File: src/rtl/rv_fetch_pkg.sv
// Shared types and constants for the instruction fetch stage.
package rv_fetch_pkg;

  localparam int XLEN = 32;
  localparam logic [XLEN-1:0] NOP_INSTR = 32'h0000_0013;  // addi x0, x0, 0

  // One in-order fetch slot: PC is known at grant, instr arrives later.
  typedef struct packed {
    logic [XLEN-1:0] pc;
    logic [XLEN-1:0] instr;
    logic            filled;
  } fetch_entry_t;

endpackage

File: src/rtl/fetch_fifo.sv
// In-order fetch buffer: entries are allocated on grant, filled in order by
// responses and popped from the head once filled.
module fetch_fifo
  import rv_fetch_pkg::*;
#(
  parameter int DEPTH = 2,
  parameter int AW    = $clog2(DEPTH),
  parameter int CW    = AW + 1
) (
  input  logic            clk,
  input  logic            rst_i,
  input  logic            clear_i,
  input  logic            alloc_i,
  input  logic [XLEN-1:0] alloc_pc_i,
  input  logic            fill_i,
  input  logic [XLEN-1:0] fill_data_i,
  input  logic            pop_i,
  output fetch_entry_t    head_o,
  output logic [CW-1:0]   used_o,
  output logic [CW-1:0]   pend_o
);

  fetch_entry_t    mem_q [DEPTH];
  logic [AW-1:0]   tail_q, fill_q, head_q;
  logic [CW-1:0]   used_q, used_d, pend_q, pend_d;

  // Occupancy (allocated) and pending (allocated but not yet filled) counts.
  always_comb begin
    used_d = used_q + CW'(alloc_i) - CW'(pop_i);
    pend_d = pend_q + CW'(alloc_i) - CW'(fill_i);
  end

  // Pointer, count and entry storage; clear takes priority over every other update.
  always_ff @(posedge clk or posedge rst_i) begin
    if (rst_i) begin
      tail_q <= '0;
      fill_q <= '0;
      head_q <= '0;
      used_q <= '0;
      pend_q <= '0;
      for (int i = 0; i < DEPTH; i++) mem_q[i] <= '0;
    end else if (clear_i) begin
      tail_q <= '0;
      fill_q <= '0;
      head_q <= '0;
      used_q <= '0;
      pend_q <= '0;
      for (int i = 0; i < DEPTH; i++) mem_q[i].filled <= 1'b0;
    end else begin
      used_q <= used_d;
      pend_q <= pend_d;
      if (alloc_i) begin
        mem_q[tail_q] <= '{pc: alloc_pc_i, instr: '0, filled: 1'b0};
        tail_q        <= tail_q + AW'(1);
      end
      if (fill_i) begin
        mem_q[fill_q].instr  <= fill_data_i;
        mem_q[fill_q].filled <= 1'b1;
        fill_q               <= fill_q + AW'(1);
      end
      // Dropping filled on pop keeps an empty head from looking valid.
      if (pop_i) begin
        mem_q[head_q].filled <= 1'b0;
        head_q               <= head_q + AW'(1);
      end
    end
  end

  assign head_o = mem_q[head_q];
  assign used_o = used_q;
  assign pend_o = pend_q;

endmodule

File: src/rtl/ifetch_stage.sv
// Instruction fetch stage: issues word requests for the current PC, pairs
// in-order responses with their PC and hands {pc, instr} to decode.
module ifetch_stage
  import rv_fetch_pkg::*;
#(
  parameter int WIDTH = XLEN,  // entry type is XLEN wide; keep these equal
  parameter int DEPTH = 2
) (
  input  logic             clk,
  input  logic             rst_i,
  input  logic [WIDTH-1:0] pc_i,
  output logic             pc_stall_o,
  input  logic             flush_i,
  output logic             imem_req_o,
  output logic [WIDTH-1:0] imem_addr_o,
  input  logic             imem_gnt_i,
  input  logic             imem_rvalid_i,
  input  logic [WIDTH-1:0] imem_rdata_i,
  output logic             id_valid_o,
  input  logic             id_ready_i,
  output logic [WIDTH-1:0] id_instr_o,
  output logic [WIDTH-1:0] id_pc_o
);

  localparam int CW = $clog2(DEPTH) + 1;

  fetch_entry_t  head;
  logic [CW-1:0] used, pend;
  logic [CW-1:0] drop_q, drop_d;
  logic          alloc, fill, pop, rv_used;

  fetch_fifo #(.DEPTH(DEPTH)) u_fifo (
    .clk         (clk),
    .rst_i       (rst_i),
    .clear_i     (flush_i),
    .alloc_i     (alloc),
    .alloc_pc_i  (pc_i),
    .fill_i      (fill),
    .fill_data_i (imem_rdata_i),
    .pop_i       (pop),
    .head_o      (head),
    .used_o      (used),
    .pend_o      (pend)
  );

  // Request / handshake decode. Occupancy is registered, so a pop only frees
  // a slot for the following cycle; reset forces the request low right away.
  always_comb begin
    imem_req_o = !rst_i && !flush_i && (drop_q == '0) && (used < CW'(DEPTH));
    alloc      = imem_req_o && imem_gnt_i;
    pc_stall_o = !alloc;
    fill       = imem_rvalid_i && !flush_i && (drop_q == '0) && (pend != '0);
    pop        = head.filled && id_ready_i && !flush_i;
    // A response is accounted for if it drains a drop or fills a real slot.
    rv_used    = imem_rvalid_i && ((drop_q != '0) || (pend != '0));
  end

  assign imem_addr_o = {pc_i[WIDTH-1:2], 2'b00};

  // Responses still owed for squashed requests; drop_q is added in so a
  // second flush before the drain finishes does not lose any.
  always_comb begin
    drop_d = drop_q;
    if (flush_i)
      drop_d = drop_q + pend - CW'(rv_used);
    else if (imem_rvalid_i && (drop_q != '0))
      drop_d = drop_q - CW'(1);
  end

  // Drop counter register.
  always_ff @(posedge clk or posedge rst_i) begin
    if (rst_i) drop_q <= '0;
    else       drop_q <= drop_d;
  end

  // Decode-side outputs are forced to a harmless NOP at PC 0 when idle.
  always_comb begin
    id_valid_o = head.filled;
    id_instr_o = head.filled ? head.instr : NOP_INSTR;
    id_pc_o    = head.filled ? head.pc    : '0;
  end

`ifndef SYNTHESIS
  // A response nobody is waiting for means the memory broke ordering.
  a_no_orphan_rvalid: assert property (@(posedge clk) disable iff (rst_i)
    imem_rvalid_i |-> (drop_q != '0) || (pend != '0));

  // An ungranted request must hold with a stable address unless flushed.
  a_req_stable: assert property (@(posedge clk) disable iff (rst_i)
    imem_req_o && !imem_gnt_i |=> flush_i || (imem_req_o && $stable(imem_addr_o)));
`endif

endmodule
File: config.mk
export PLATFORM = sky130hd
export DESIGN_NAME = ifetch_stage
export DESIGN_NICKNAME = d
export VERILOG_FILES = /design/src/rtl/rv_fetch_pkg.sv /design/src/rtl/fetch_fifo.sv /design/src/rtl/ifetch_stage.sv
export SDC_FILE = /design/constraint.sdc
export NUM_CORES = 1
export LEC_CHECK = 0
export ABC_AREA = 0
export CELL_PAD_IN_SITES_DETAIL_PLACEMENT = 0
export CELL_PAD_IN_SITES_GLOBAL_PLACEMENT = 1
export CORE_MARGIN = 8
export CORE_UTILIZATION = 39
export DETAILED_ROUTE_END_ITERATION = 8
export MAX_ROUTING_LAYER = met4
export PLACE_DENSITY = 0.77
export REMOVE_ABC_BUFFERS = 1
export SLEW_MARGIN = 20
export SYNTH_ARGS = -nofsm -noshare
export SYNTH_HDL_FRONTEND = slang
export SYNTH_SLANG_ARGS = --single-unit
File: constraint.sdc
create_clock -name clk -period 5.8 [get_ports clk]
set_input_delay 0.58 -clock clk [delete_from_list [all_inputs] [get_ports clk]]
set_output_delay 0.58 -clock clk [all_outputs]
set_load 0.03 [all_outputs]
[After elaboration in Yosys (flattened, before gate mapping)]
Cells that the tools add are included.
Storage, ports and cells
  register bits after elaboration: 139
  output and inout bits: 99
  word-level logic and storage cells: 91
Operators by class
  $add $sub $neg: 10
  order comparisons: 7
  muxes and demuxes: 34
  bitwise logic cells: 3
  reductions and logical operators: 25
Operator list (count)
  two-way mux 130 bit: 5
  bitwise mux 130 bit: 4
  demux 65 bit (select 1 bit): 4
  two-way mux 65 bit: 4
  two-way mux 32 bit: 2
  two-way mux 33 bit: 1
  logical AND 1 bit: 14
  nonzero test 2 bit: 6
  two-way mux 1 bit: 10
  two-way mux 2 bit: 4
  greater-or-equal comparator 2 bit (second input constant): 3
  < comparator 2 x 1 -> 1 bit (second input constant): 3
  NOT 1 -> 2 bit: 3
  subtractor 2 x 1 -> 2 bit: 3
  adder 2 x 1 -> 2 bit: 2
  adder 1 bit (second input constant): 3
  logical NOT 1 bit: 3
  adder 2 bit: 1
  logical NOT 2 bit: 1
  < comparator 2 bit (second input constant): 1
  subtractor 2 x 1 -> 2 bit (second input constant): 1
  logical OR 1 bit: 1

[Depth between registers and ports, before layout]
Gate-level depths: netlist (run 1).
  depth after elaboration: 15
  gate-level depth with buffers: 9

[Cells and area by module]
Synthesis (run 1) repeated with hierarchy kept, for this count alone.
Unflattened totals
  cells, all modules: 525
  area total of the unflattened synthesis: 6741.5 sq um
By module, submodules not included
  fetch_fifo: times used 1, cells each 396, area an instance 5821.8 sq um, sequential area each 3428.3 sq um
  ifetch_stage: times used 1, cells each 129, area an instance 919.6 sq um, sequential area each 50.0 sq um

[Least setup slack after synthesis (run 1)]
No wires, ideal clock.
  kind: input-to-output
  start point: input port flush_i
  end point: output port pc_stall_o
  data arrival time: 1.640 ns
  path slack: 3.580 ns
  cell stages on the path: 4
  path through: buf_6 > nand2b_4 > nor4b_1 > inv_1
On the way
  word-level cells in the longest chain between the ends: 6
Ends and longest elaborated chain
  start: declaration: RTL line ifetch_stage.sv:13  | input logic flush_i,
  logical NOT 1 bit: RTL line ifetch_stage.sv:49  | imem_req_o = !rst_i && !flush_i && (drop_q == '0) && (used < CW'(DEPTH));
  logical AND 1 bit (3 in a row): RTL line ifetch_stage.sv:49
  logical AND 1 bit: RTL line ifetch_stage.sv:50  | alloc = imem_req_o && imem_gnt_i;
  logical NOT 1 bit: RTL line ifetch_stage.sv:51  | pc_stall_o = !alloc;
  end: declaration: RTL line ifetch_stage.sv:12  | output logic pc_stall_o,
Every way passes these cells.

[Worst setup path in the final report (run 1)]
Ends and elaborated chain as after synthesis.

==> results of run 1 <==
==> routing by layer <==
layer	track usage, %	routed length [µm]	vias to the layer above	part of all wire, %
met5	-	0	-	0
met4	4.474	162	0	0.89
met3	3.715	869	14	4.8
met2	25.30	8359	163	46
met1	21.23	8784	2582	48
li1	-	-	2394	-
==> layout by cell type (no fill, tap or decap), drive strengths merged, types with 2 or more instances in the layout <==
master and count:
nor2b 3, a31oi 3, nor3b 5, nor2 68, clkbuf 18, buf 7, o21ai 69, clkinvlp 3
ha 7, a21oi 4, nand2 2, dfrtp 139, bufinv 3, clkinv 7, mux2i 125, conb 2
inv 15, mux2 64, xnor2 6, clkdlybuf4s50 166, nand2b 35, or3 2, xor2 2
==> kinds of logic (layout without fill, tap and decap cells) <==
kind of cell    Yosys count  count (layout)  synth area share (%)
compound gates           82              82                 5.951
simple gates            119             119                 8.424
xor+xnor                  8               8                0.9687
other cells               1               2               0.05184
mux                     189             189                 27.26
flops                   139             139                 48.09
fa+ha+maj                 7               7                 1.211
buf+inv                  94             219                 8.043
==> how the worst max path moves through the flow <==
stage / to / cells past startpoint
2_1_floorplan: id_valid_o / 3
3_3_place_gp: pc_stall_o / 6
3_5_place_dp: pc_stall_o / 6
4_1_cts: pc_stall_o / 6
5_1_grt: pc_stall_o / 6
6_report: pc_stall_o / 6
==> final cells by class <==
class / count / share of cell area (%)
clock inverters: 14 / 1.830
repair buffers: 173 / 18.51
well taps: 234 / 3.125
flip-flops and latches: 139 / 37.17
inverters: 14 / 0.6144
clock buffers: 18 / 4.688
multi-input cells: 407 / 34.06
==> metrics by stage <==
| step | instances | cell area, µm² |
|---|---|---|
| 5_1_grt | 999 | 9368 |
| 3_5_place_dp | 967 | 8757 |
| 4_1_cts | 999 | 9368 |
| 3_3_place_gp | 966 | 8730 |
| 6_report | 999 | 9368 |
| 2_1_floorplan | 560 | 6708 |
==> critical path, stage by stage <==
cell and delay (ns):
clkdlybuf4s50_1 0.65, buf_4 0.37, nand2b_4 0.20, nor4b_1 0.70
inv_1 0.10, clkdlybuf4s50_1 0.62
==> power by group through the flow <==
stage                     Combinational (mW)  Sequential, mW  Clock [mW]
after detailed placement               0.568            1.27           0
after global routing                   0.624            1.28        1.17
after floorplan                        0.370            1.25           0
after global placement                 0.546            1.26           0
after CTS                              0.571            1.26        1.13
final                                  0.561            1.26        1.10
==> results.py, run 1 <==
metrics = {
    "place": {
        "dp_slack_ns": 1.972,
        "port_buffers": 166,
        "gp_congestion": 0.7529,
        "dp.final_hpwl_um": 12130,
    },
    "cells_and_area": {
        "area_growth_pct": 29.51,
        "fillers": 1611,
        "drive_gt1_share_pct": 14.38,
        "multi_input_area_um2": 3191,
        "fin_nets": 829,
        "post-route-util_pct": 50.76,
        "seq_area_um2": 3482,
        "num_antenna_cells": 0,
    },
    "global_routing": {
        "overflow": 0,
        "grt_pass1_wl_um": 29700,
        "antenna_found_initial": 0,
        "first_global_vias": 5697,
        "grt_max_degree": 96,
        "grt_usage_pct": 16.34,
    },
    "timing": {
        "holdWs_ns": 0.4919,
        "maxSlewViolCount": 0,
        "period_share_pct": 65.70,
        "setup_viol": 0,
        "hold_viol": 0,
        "setup_ws_ns": 1.990,
        "finClkSkew_ns": 0.003663,
        "worstMarginPinSlew_ns": 1.146,
        "fmax_mhz": 262.4,
        "rsz0062_at_grt": "false",
        "fin_crit_ns": 3.810,
        "timing.setup.tns_ns": 0,
        "maxSlewHeadroom_pct": 23.61,
    },
    "logic_synthesis": {
        "synth.distinct_cells": 36,
        "synthCells": 639,
        "yosysTopAreaCellShare_pct": 48.09,
        "synth_flop_cell": "dfrtp_1",
        "ys_top_cells_by_count": "dfrtp_1 (139), mux2i_1 (125), nor2_1 (66), o21ai_0 (66), mux2_2 (60)",
        "yosys_register_bits": 139,
        "synth.most_common_cell": "dfrtp_1",
        "synth_edf_count": 0,
        "synth.area.top_cells": "dfrtp_1 (48%), mux2i_1 (17%), mux2_2 (9.3%), o21ai_0 (4.6%), buf_4 (3.7%)",
        "synthArstFlopShare_pct": 100.0,
        "synth.avg_cell_area_um2": 11.32,
        "synth_top_area_cell": "dfrtp_1",
        "yosysWarnings": 0,
        "ys_seq_area_share_pct": 48.09,
        "synthesis.area_um2": 7233,
    },
    "floorplanning": {
        "dieArea_um2": 23160,
        "rows": 50,
        "core_area_um2": 18460,
        "die_w_um": 152.2,
        "start_util_pct": 39.19,
        "fp.dieH_um": 152.2,
        "ioPinCount": 169,
    },
    "clock_tree": {
        "clock_path_buffers": 2,
        "clkTransAtPathRegs_ns": 0.06,
        "cts_resized": 0,
        "post_cts_buffers": 0,
        "cts_buffers": 17,
        "ctsHoldBuffers": 0,
        "htree_levels": 4,
        "cts_sinks": 139,
        "insertion_delay_ns": 0.41,
        "cts_root_buffer": "clkbuf_16",
        "cts_tree": "done",
    },
    "drt": {
        "wl_per_cell_um": 18.19,
        "vias": 5153,
        "drt-total-wl_um": 18180,
        "drc": 0,
        "viasPerCell": 5.158,
        "drtIter0Drc": 256,
        "firstDrtPassIters": 4,
        "drtAntennaViolNets": 0,
    },
    "outcome": {
        "outcome": "complete, no violations",
    },
    "power_and_ir_drop": {
        "netSwitchingPower_uw": 778.0,
        "p_seq_share_pct": 43.1,
        "intPower_mw": 2.144,
        "power.share.clock_pct": 37.8,
        "total_power_mw": 2.922,
        "p_leak_nw": 4.221,
        "switching_share_pct": 26.62,
        "worst_ir_drop_vdd_mv": 0.2029,
        "power_density_nw_per_um2": 312.0,
        "combPwrFrac_pct": 19.2,
    },
    "min_path": {
        "worstHoldPathType": "reg2reg",
        "hold_depth": 1,
    },
    "critical_path": {
        "crit_fanout": 34,
        "worstRegToRegCells": 6,
        "worstPathRequired_ns": 5.22,
        "reg2reg_from": "drop_q[0]$_DFFE_PP0P_",
        "reg2reg_slack_ns": 3.14,
        "critPathKind": "in2out",
        "critPathArrivalTime_ns": 3.23,
        "setup.worst_path.start": "flush_i",
        "critical_path.startpoint_type": "input port",
        "crit_path_end_kind": "output pin",
    },
    "job": {
        "max-cap-violations": 0,
    },
}
Note: power is estimated with default switching activity, not from simulation.
==> run 2, diff against run 1 <==
==> constraint.sdc (replaced) <==
create_clock -name clk -period 3.79 [get_ports clk]
set_input_delay 0.379 -clock clk [delete_from_list [all_inputs] [get_ports clk]]
set_output_delay 0.379 -clock clk [all_outputs]
set_load 0.03 [all_outputs]
==> results.py, run 2 (synthesized netlist as in run 1, its figures left out) <==
metrics = {
    "outcome": {
        "outcome": "complete, no violations",
    },
    "drt": {
        "drt-total-wl_um": 18120,
        "drc": 0,
        "firstDrtPassIters": 4,
        "drtIter0Drc": 225,
        "viasPerCell": 5.120,
        "drtAntennaViolNets": 0,
        "vias": 5135,
        "wl_per_cell_um": 18.07,
    },
    "timing": {
        "setup_viol": 0,
        "maxSlewHeadroom_pct": 25.17,
        "fin_crit_ns": 3.354,
        "timing.setup.tns_ns": 0,
        "finClkSkew_ns": 0.008287,
        "maxSlewViolCount": 0,
        "fmax_mhz": 298.1,
        "worstMarginPinSlew_ns": 1.123,
        "setup_ws_ns": 0.4359,
        "period_share_pct": 88.50,
        "hold_viol": 0,
        "rsz0062_at_grt": "false",
    },
    "floorplanning": {
        "die_w_um": 152.2,
        "start_util_pct": 39.19,
        "rows": 50,
        "dieArea_um2": 23160,
        "ioPinCount": 169,
        "core_area_um2": 18460,
        "fp.dieH_um": 152.2,
    },
    "cells_and_area": {
        "num_antenna_cells": 0,
        "drive_gt1_share_pct": 14.69,
        "fin_cells": 1003,
        "area_growth_pct": 29.60,
        "post-route-util_pct": 50.79,
        "final_common_cell": "clkdlybuf4s50_1",
        "fin_nets": 833,
        "layout_common_cells": "clkdlybuf4s50_1 (166), dfrtp_1 (138), mux2i_1 (125), o21ai_0 (66), nor2_1 (66)",
    },
    "critical_path": {
        "critPathKind": "reg2out",
        "crit_path_end_kind": "output pin",
        "cp_slowest_cell": "a21oi_4",
        "critical_path.startpoint_type": "register",
        "critPathArrivalTime_ns": 2.98,
        "crit_fanout": 32,
        "cpPeakStageDelay_ns": 0.79,
        "worstPathRequired_ns": 3.41,
        "path_delay_family": "buffers and inverters",
        "crit_chain": "nor2b_1 > a21oi_4 > buf_4 > nor2_1 > clkdlybuf4s50_1",
        "critPathBufInv": 2,
    },
    "clock_tree": {
        "cts_tree": "done",
        "clock_path_buffers": 2,
        "insertion_delay_ns": 0.41,
        "cts_sinks": 139,
        "cts_root_buffer": "clkbuf_16",
        "cts_buffers": 17,
        "ctsHoldBuffers": 0,
        "post_cts_buffers": 0,
        "htree_levels": 4,
        "cts_resized": 0,
        "clkTransAtPathRegs_ns": 0.06,
    },
    "place": {
        "dp.final_hpwl_um": 12060,
        "dp_cells": 971,
        "dp_slack_ns": 0.8332,
        "gp_congestion": 0.7715,
        "port_buffers": 166,
    },
    "global_routing": {
        "grt_usage_pct": 16.34,
        "grt_max_degree": 124,
        "antenna_found_initial": 0,
        "first_global_vias": 5618,
        "grt_pass1_wl_um": 29750,
        "overflow": 0,
    },
    "min_path": {
        "worstHoldPathType": "reg2reg",
    },
    "power_and_ir_drop": {
        "worst_ir_drop_vdd_mv": 0.3068,
        "power_density_nw_per_um2": 478.5,
        "p_leak_nw": 4.231,
        "total_power_mw": 4.486,
    },
    "job": {
        "max-cap-violations": 0,
    },
}
[run 2: cell types whose count changed in the layout (fill, tap and decap cells not counted), sizes merged]
cell	change
buf	+4
[run 2: final timing paths]
| check | slack (ns) | cells after the start | endpoint | start |
|---|---|---|---|---|
| max | 0.44 | 5 | id_instr_o[30] | u_fifo.mem_q[65]$_DFF_PP0_ |
| min | 0.49 | 1 | register | register |
| max reg2reg | 1.38 | 5 | u_fifo.mem_q[65]$_DFF_PP0_ | drop_q[0]$_DFFE_PP0P_ |
| min reg2reg | 0.49 | 1 | register | register |
| max in group asynchronous | 2.33 | 3 | u_fifo.mem_q[19]$_DFFE_PP0N_ | rst_i |
| min in group asynchronous | 0.53 | 2 | u_fifo.used_o[0]$_DFF_PP0_ | rst_i |
[run 2: metrics by stage]
stage,area [µm²],hold WS (ns)
floorplan,6708,0.4421
global placement,8767,0.4682
detailed placement,8767,0.4803
CTS,9368,0.4941
global route,9374,0.5096
finish,9374,0.4881
[run 2: layout make-up]
class	count	area (µm²)
clock buffer	18	429.2
clock inverter	14	171.4
fill	1626	9081
inverter	14	60.06
multi-input combinational	407	3194
sequential	139	3482
tap	234	292.8
timing repair buffer	177	1744
[run 2: worst register-to-register path, stage by stage, from the launching register on]
cell and delay [ns]:
dfrtp_1 0.38, inv_1 0.09, ha_1 0.29, nand2b_4 0.10, or3_2 0.93, a221oi_1 0.50
[run 2: where the power goes]
group          internal, mW  switching (mW)
combinational         0.455           0.429
sequential             1.78           0.145
clock                  1.04           0.644
total                  3.27            1.22
[run 2: routing by layer]
layer  vias to the layer above  part of all wire (%)  track usage, %  routed length, µm
li1                       2401                     -               -                  -
met3                        21                   5.9           4.538               1066
met4                         0                   1.2           4.998                215
met5                         -                     0               -                  0
met1                      2537                    48           21.32               8741
met2                       176                    45           24.31               8097
